**src/rtl/button_event_if.sv**
```systemverilog
// Front-panel button / PicoBlaze port bundle between the controller and button_event_unit.
interface button_event_if;
  logic [4:0] btn_raw;
  logic [7:0] port_id;
  logic       read_strobe;
  logic [7:0] event_flags;
  logic [4:0] btn_level;
  logic       event_pending;

  modport master (
    output btn_raw, port_id, read_strobe,
    input  event_flags, btn_level, event_pending
  );

  modport slave (
    input  btn_raw, port_id, read_strobe,
    output event_flags, btn_level, event_pending
  );
endinterface

```
**src/rtl/button_event_unit.sv**
```systemverilog
// Synchronises, debounces and edge-detects five front-panel buttons into a sticky,
// read-to-clear event register; scroll_up/scroll_down auto-repeat while held.
module button_event_unit #(
  parameter int unsigned DEBOUNCE_CYCLES = 1000000,
  parameter int unsigned REPEAT_DELAY    = 50000000,
  parameter int unsigned REPEAT_RATE     = 10000000,
  parameter logic [7:0]  EVENT_PORT      = 8'h0C
) (
  input  logic        clk,
  input  logic        pb_reset,
  button_event_if.slave bus
);

  localparam int unsigned      DB_W       = $clog2(DEBOUNCE_CYCLES);
  localparam logic [DB_W-1:0]  DB_LAST    = DB_W'(DEBOUNCE_CYCLES - 1);
  localparam int unsigned      RC_W       = 26;
  localparam logic [RC_W-1:0]  DELAY_LAST = RC_W'(REPEAT_DELAY - 1);
  localparam logic [RC_W-1:0]  RATE_LAST  = RC_W'(REPEAT_RATE - 1);

  typedef enum logic [1:0] {
    RPT_IDLE   = 2'd0,
    RPT_DELAY  = 2'd1,
    RPT_REPEAT = 2'd2
  } rpt_state_t;

  logic [4:0]      r_sync1;
  logic [4:0]      r_sync2;
  logic [4:0]      r_level;
  logic [DB_W-1:0] r_db_cnt [5];
  logic [4:0]      w_db_mismatch;
  logic [4:0]      w_db_done;
  logic [4:0]      w_rise;
  logic [4:0]      w_fall;

  rpt_state_t      r_rpt_state     [2];
  rpt_state_t      w_rpt_state_nxt [2];
  logic [RC_W-1:0] r_rpt_cnt       [2];
  logic [RC_W-1:0] w_rpt_cnt_nxt   [2];
  logic [1:0]      w_rpt_evt;

  logic [5:0]      r_flags;
  logic [5:0]      r_snap;
  logic            r_pending;
  logic [5:0]      w_flags_nxt;
  logic [5:0]      w_clr_mask;
  logic [4:0]      w_evt;
  logic            w_clear;
  logic            w_ovf;

  // Two-flop synchroniser on the raw buttons
  always_ff @(posedge clk or posedge pb_reset) begin
    if (pb_reset) begin
      r_sync1 <= 5'd0;
      r_sync2 <= 5'd0;
    end else begin
      r_sync1 <= bus.btn_raw;
      r_sync2 <= r_sync1;
    end
  end

  always_comb begin
    w_db_mismatch = 5'd0;
    w_db_done     = 5'd0;
    for (int i = 0; i < 5; i++) begin
      w_db_mismatch[i] = r_sync2[i] ^ r_level[i];
      w_db_done[i]     = w_db_mismatch[i] & (r_db_cnt[i] == DB_LAST);
    end
  end

  // Edge detect is taken from the toggle condition so the event lands with the level change
  assign w_rise = w_db_done & ~r_level;
  assign w_fall = w_db_done & r_level;

  // Debounce counters and accepted levels
  always_ff @(posedge clk or posedge pb_reset) begin
    if (pb_reset) begin
      r_level <= 5'd0;
      for (int i = 0; i < 5; i++) begin
        r_db_cnt[i] <= {DB_W{1'b0}};
      end
    end else begin
      for (int i = 0; i < 5; i++) begin
        if (!w_db_mismatch[i]) begin
          r_db_cnt[i] <= {DB_W{1'b0}};
        end else if (w_db_done[i]) begin
          r_db_cnt[i] <= {DB_W{1'b0}};
          r_level[i]  <= ~r_level[i];
        end else begin
          r_db_cnt[i] <= r_db_cnt[i] + DB_W'(1);
        end
      end
    end
  end

  // Auto-repeat FSM state and counter registers (scroll_up, scroll_down)
  always_ff @(posedge clk or posedge pb_reset) begin
    if (pb_reset) begin
      for (int i = 0; i < 2; i++) begin
        r_rpt_state[i] <= RPT_IDLE;
        r_rpt_cnt[i]   <= {RC_W{1'b0}};
      end
    end else begin
      for (int i = 0; i < 2; i++) begin
        r_rpt_state[i] <= w_rpt_state_nxt[i];
        r_rpt_cnt[i]   <= w_rpt_cnt_nxt[i];
      end
    end
  end

  // A release always wins over a timer expiry on the same edge
  always_comb begin
    w_rpt_evt = 2'b00;
    for (int i = 0; i < 2; i++) begin
      w_rpt_state_nxt[i] = r_rpt_state[i];
      w_rpt_cnt_nxt[i]   = r_rpt_cnt[i];
      case (r_rpt_state[i])
        RPT_IDLE: begin
          w_rpt_cnt_nxt[i] = {RC_W{1'b0}};
          if (w_rise[i]) begin
            w_rpt_state_nxt[i] = RPT_DELAY;
          end else begin
            w_rpt_state_nxt[i] = RPT_IDLE;
          end
        end
        RPT_DELAY: begin
          if (w_fall[i]) begin
            w_rpt_state_nxt[i] = RPT_IDLE;
            w_rpt_cnt_nxt[i]   = {RC_W{1'b0}};
          end else if (r_rpt_cnt[i] == DELAY_LAST) begin
            w_rpt_state_nxt[i] = RPT_REPEAT;
            w_rpt_cnt_nxt[i]   = {RC_W{1'b0}};
            w_rpt_evt[i]       = 1'b1;
          end else begin
            w_rpt_cnt_nxt[i]   = r_rpt_cnt[i] + RC_W'(1);
          end
        end
        RPT_REPEAT: begin
          if (w_fall[i]) begin
            w_rpt_state_nxt[i] = RPT_IDLE;
            w_rpt_cnt_nxt[i]   = {RC_W{1'b0}};
          end else if (r_rpt_cnt[i] == RATE_LAST) begin
            w_rpt_cnt_nxt[i]   = {RC_W{1'b0}};
            w_rpt_evt[i]       = 1'b1;
          end else begin
            w_rpt_cnt_nxt[i]   = r_rpt_cnt[i] + RC_W'(1);
          end
        end
        default: begin
          w_rpt_state_nxt[i] = RPT_IDLE;
          w_rpt_cnt_nxt[i]   = {RC_W{1'b0}};
        end
      endcase
    end
  end

  // The clear only removes bits captured by the snapshot; fresh events always win
  always_comb begin
    w_flags_nxt = 6'd0;
    w_evt       = w_rise | {3'b000, w_rpt_evt};
    w_clear     = bus.read_strobe & (bus.port_id == EVENT_PORT);
    if (w_clear) begin
      w_clr_mask = r_snap;
    end else begin
      w_clr_mask = 6'd0;
    end
    w_ovf            = |(w_evt & r_flags[4:0] & ~w_clr_mask[4:0]);
    w_flags_nxt[4:0] = (r_flags[4:0] & ~w_clr_mask[4:0]) | w_evt;
    w_flags_nxt[5]   = (r_flags[5] & ~w_clr_mask[5]) | w_ovf;
  end

  // Event register, the controller-side snapshot and the pending flag
  always_ff @(posedge clk or posedge pb_reset) begin
    if (pb_reset) begin
      r_flags   <= 6'd0;
      r_snap    <= 6'd0;
      r_pending <= 1'b0;
    end else begin
      r_flags   <= w_flags_nxt;
      r_snap    <= r_flags;
      r_pending <= |w_flags_nxt;
    end
  end

  assign bus.event_flags   = {2'b00, r_flags};
  assign bus.btn_level     = r_level;
  assign bus.event_pending = r_pending;

endmodule

```
**src/flat_wrapper.sv**
```systemverilog
// flat-port wrapper written by rule: the top's interface ports become plain ports
module button_event_unit_flat 
#(
  parameter int unsigned DEBOUNCE_CYCLES = 1000000,
  parameter int unsigned REPEAT_DELAY    = 50000000,
  parameter int unsigned REPEAT_RATE     = 10000000,
  parameter logic [7:0]  EVENT_PORT      = 8'h0C
)
  (clk, pb_reset, bus_btn_raw, bus_port_id, bus_read_strobe, bus_event_flags, bus_btn_level, bus_event_pending);
  button_event_if bus_i ();
  input  logic clk;
  input  logic pb_reset;
  input wire logic [$bits(bus_i.btn_raw)-1:0] bus_btn_raw;
  input wire logic [$bits(bus_i.port_id)-1:0] bus_port_id;
  input wire logic [$bits(bus_i.read_strobe)-1:0] bus_read_strobe;
  output wire logic [$bits(bus_i.event_flags)-1:0] bus_event_flags;
  output wire logic [$bits(bus_i.btn_level)-1:0] bus_btn_level;
  output wire logic [$bits(bus_i.event_pending)-1:0] bus_event_pending;
  assign bus_i.btn_raw = bus_btn_raw;
  assign bus_i.port_id = bus_port_id;
  assign bus_i.read_strobe = bus_read_strobe;
  assign bus_event_flags = bus_i.event_flags;
  assign bus_btn_level = bus_i.btn_level;
  assign bus_event_pending = bus_i.event_pending;
  button_event_unit #(.DEBOUNCE_CYCLES(DEBOUNCE_CYCLES), .REPEAT_DELAY(REPEAT_DELAY), .REPEAT_RATE(REPEAT_RATE), .EVENT_PORT(EVENT_PORT)) u_core (.clk(clk), .pb_reset(pb_reset), .bus(bus_i));
endmodule
```
**config.mk**
```make
export PLATFORM = sky130hd
export DESIGN_NAME = button_event_unit_flat
export DESIGN_NICKNAME = d
export VERILOG_FILES = /design/src/rtl/button_event_if.sv /design/src/rtl/button_event_unit.sv /design/src/flat_wrapper.sv
export SDC_FILE = /design/constraint.sdc
export NUM_CORES = 1
export LEC_CHECK = 0
export ABC_AREA = 1
export CORE_MARGIN = 2
export CORE_UTILIZATION = 60
export DETAILED_ROUTE_END_ITERATION = 10
export PLACE_DENSITY_LB_ADDON = 0.2
export SYNTH_ARGS = -nofsm -noshare
export SYNTH_HDL_FRONTEND = slang
export SYNTH_SLANG_ARGS = --single-unit
```
**constraint.sdc**
```tcl
create_clock -name clk -period 15.1 [get_ports clk]
set_input_delay 4.53 -clock clk [delete_from_list [all_inputs] [get_ports clk]]
set_output_delay 4.53 -clock clk [all_outputs]
set_load 0.05 [all_outputs]
```
==> summary.txt <==
Min path
  – Hold Crit Start: u_core.r_sync1[4]
  – WHS Path Cells: 0
  – Worst hold path type: flop to flop
  – WHS Endpoint: u_core.r_sync2[4]

Critical path
  – Worst Path Buf+Inv: 1
  – Worst setup SP type: flop
  – Crit-path cells: clkdlybuf4s50_1
  – Slowest cell on crit path: clkdlybuf4s50_1
  – Reg2reg setup slack: 12.74 ns
  – Critical Path Fanout Max: 5
  – Critical path class: flop to primary output
  – R2R Path End: u_core.r_db_cnt[34]
  – Kind of end point of the critical path: primary output
  – Register-to-Register Path Depth: 10
  – Worst endpoint required time: 10.57 ns
  – Reg2reg start: u_core.r_db_cnt[20]
  – Crit path largest cell delay: 0.86 ns
  – Kind of cell adding the most delay to the critical path: buffers and inverters
  – Worst Path Arrival: 1.79 ns

Floorplan
  – # IOs: 30
  – Die span in x: 131 um
  – Die ar.: 17100 um^2
  – Rows: 46
  – Core Box Area: 15800 um^2
  – Initial core utilization: 61.0%
  – Die height: 131 um

Finish
  – Layout Utilization: 68.1%
  – Final instance area: 10800 um^2
  – Layout cell share with drive strength beyond 1: 8.34%
  – Layout area overhead: 11.7%
  – Fin nets: 1264
  – Sequential Area: 4600 um^2
  – Fillers: 1313
  – Area of the multi-input gates: 4300 um^2
  – ANT cells: 0

CTS
  – H-tree Lvls: 4
  – Hold Buf Count CTS: 0
  – CTS Buf Count: 17
  – CTS tree: built
  – Post-CTS Resized: 0
  – Clock Latency Late Sink: 0.43 ns
  – Max Buffers Root-to-Sink: 2
  – CTS root buf: clkbuf_16
  – Clk slew on worst S/H paths: 0.07 ns
  – CTS sink count: 184
  – # Post-CTS Setup Buffers: 0

Timing
  – Slew Limit Fails: 0
  – Hold Fails Final Rpt: 0
  – Max Clock Freq: 158 MHz
  – Final min period: 6.32 ns
  – Final setup TNS: 0 ns
  – RSZ-0062 raised after global routing: no
  – Skew final: 0.00807 ns
  – Rel. slew slack: 35.4%
  – Worst Tran Pin Value: 0.965 ns
  – Setup violators final: 0
  – Ratio of final minimum period to clock period: 41.9%

Global route
  – Total grt overflow: 0
  – Largest net degree at the start of global routing: 113
  – All-Layer GR Usage: 24.5%
  – Global-route wire length before repair: 33.4 mm
  – Vias in the first global route: 7383
  – Initial antenna violation count: 0

Placement
  – Final HPWL DP: 13.5 mm
  – Placer congestion estimate: 0.892
  – IO Port Bufs: 27
  – Placed cell area: 10100 um^2

Power and ir drop
  – Int Pwr: 0.000805 W
  – Comb pwr share: 3.7%
  – Leakage: 4.85 nW
  – Clock power frac: 47.0%
  – Worst vdd ir: 91.1 uV
  – Pwr Total: 0.00102 W
  – Sequential cell fraction of total power: 49.3%
  – Switching Fraction: 21.2%
  – Sw Pwr: 0.000217 W
  – Power density over cell area: 94.8 nW/um^2

Synthesis
  – Post-synth ARST share: 100%
  – Yosys warnings: 0
  – Synth top area share: 47.7%
  – FF+latch count, synth: 184
  – Cell Area, Synth: 9660 um^2
  – Number of synthesized flops with an enable pin: 0
  – Synth unique cells: 47
  – Sequential area share after synthesis: 47.7%
  – Synth area leaders: dfrtp_1 48%, nand2_1 8.6%, nor2_1 7.2%, inv_1 6.7%, xor2_1 3.4%
  – Syn Area/Cell: 8.07 um^2
  – Primary FF master, synth: dfrtp_1
  – Syn Inst Count: 1196
  – Synth area leader: dfrtp_1

Run
  – Max cap viols: 0

Route
  – Length of the first detailed-routing pass in iterations: 5
  – DRT Wirelength: 19.2 mm
  – DRC viols: 0
  – Detail Route Antenna Nets: 0
  – Vias: 7699
  – Wire per inst: 13.2 um
  – Routed vias/inst: 5.26
  – Iteration-0 DRC Markers: 559

Outcome
  – Status: completed
[power groups by stage]
| stage | registers, W | logic [W] | clock network [W] |
|---|---|---|---|
| floorplan | 0.000516 | 0.0000215 | 0 |
| global placement | 0.000513 | 0.0000374 | 0 |
| detailed placement | 0.000513 | 0.0000380 | 0 |
| CTS | 0.000504 | 0.0000387 | 0.000492 |
| global route | 0.000504 | 0.0000433 | 0.000508 |
| finish | 0.000504 | 0.0000376 | 0.000481 |
[routing by layer]
| layer | routed length [um] | GRT usage [%] |
|---|---|---|
| met1 | 9300 | 33.6 |
| met2 | 9100 | 40.2 |
| met3 | 549 | 4.28 |
| met4 | 299 | 7.76 |
| met5 | 0 | 0 |
[cell usage in the layout, fill, tap and decap left out, types with 7 or more instances in the layout]
cell type / synthesis / layout
nor3_1: 42 / 42
dfrtp_1: 184 / 184
xor2_1: 37 / 37
a31oi_1: 7 / 7
clkbuf_16: 0 / 17
nand2_1: 221 / 221
nand2_2: 9 / 9
nor3b_1: 11 / 11
inv_2: 7 / 7
nor2_2: 16 / 16
nor2_4: 11 / 11
nand4_1: 29 / 29
a21oi_1: 49 / 49
inv_1: 172 / 171
o21ai_0: 45 / 45
nor4_1: 18 / 18
ha_1: 13 / 13
nand3_1: 62 / 62
xnor2_1: 15 / 15
clkdlybuf4s50_1: 0 / 27
nor2_1: 184 / 184
nor3_2: 7 / 7
[Yosys cell counts, types with 7 or more instances]
cell type  count
nand2_1      221
dfrtp_1      184
nor2_1       184
inv_1        172
nand3_1       62
a21oi_1       49
o21ai_0       45
nor3_1        42
xor2_1        37
nand4_1       29
nor4_1        18
nor2_2        16
xnor2_1       15
ha_1          13
nor2_4        11
nor3b_1       11
nand2_2        9
a31oi_1        7
inv_2          7
nor3_2         7
[through the flow]
step           std cells  setup WS [ns]  hold slack [ns]
6_report            1463           8.78            0.350
5_1_grt             1463           8.71            0.357
4_1_cts             1463           8.76            0.351
3_5_place_dp        1432           8.49            0.336
3_3_place_gp        1432           8.51            0.337
2_1_floorplan       1197           5.57            0.331
[final cells by class]
class / count / share of cell area, %
Clock buffer: 21 / 4.46
Clock inverter: 10 / 1.54
Inverter: 180 / 6.33
Multi-Input combinational cell: 824 / 39.9
Sequential cell: 184 / 42.7
Tap cell: 216 / 2.51
Timing Repair Buffer: 28 / 2.58
[how the worst max path moves through the flow]
| stage | end | from | slack, ns | depth (start not counted) |
|---|---|---|---|---|
| 6_report | bus_btn_level[4] | u_core.bus.btn_level[4] | 8.78 | 1 |
| 5_1_grt | u_core.bus.event_pending | bus_read_strobe | 8.71 | 10 |
| 3_3_place_gp | u_core.r_rpt_cnt[37] | pb_reset | 8.51 | 3 |
| 4_1_cts | bus_btn_level[4] | u_core.bus.btn_level[4] | 8.76 | 1 |
| 2_1_floorplan | u_core.bus.btn_level[0] | pb_reset | 5.57 | 1 |
| 3_5_place_dp | u_core.r_db_cnt[94] | pb_reset | 8.49 | 3 |
[flip-flops by register name, indices dropped and copies added (netlist names)]
register	count
u_core.r_db_cnt	100
u_core.r_rpt_cnt	52
u_core.r_flags	6
u_core.r_snap	6
u_core.bus.btn_level	5
u_core.r_sync1	5
u_core.r_sync2	5
u_core.r_rpt_state	4
u_core.bus.event_pending	1
[cells by family (layout without fill, tap and decap cells)]
family,after synthesis,after routing,synth area share (%)
XOR/XNOR,52,52,4.72
buffers and inverters,189,239,7.81
flip-flops,184,184,47.7
AND/OR/NAND/NOR,637,637,31.2
adder cells (fa/ha/maj),13,13,1.68
AO/OA/AOI/OAI,120,120,6.85
other,1,2,0.0388
Power figures use the tool's default switching activity.
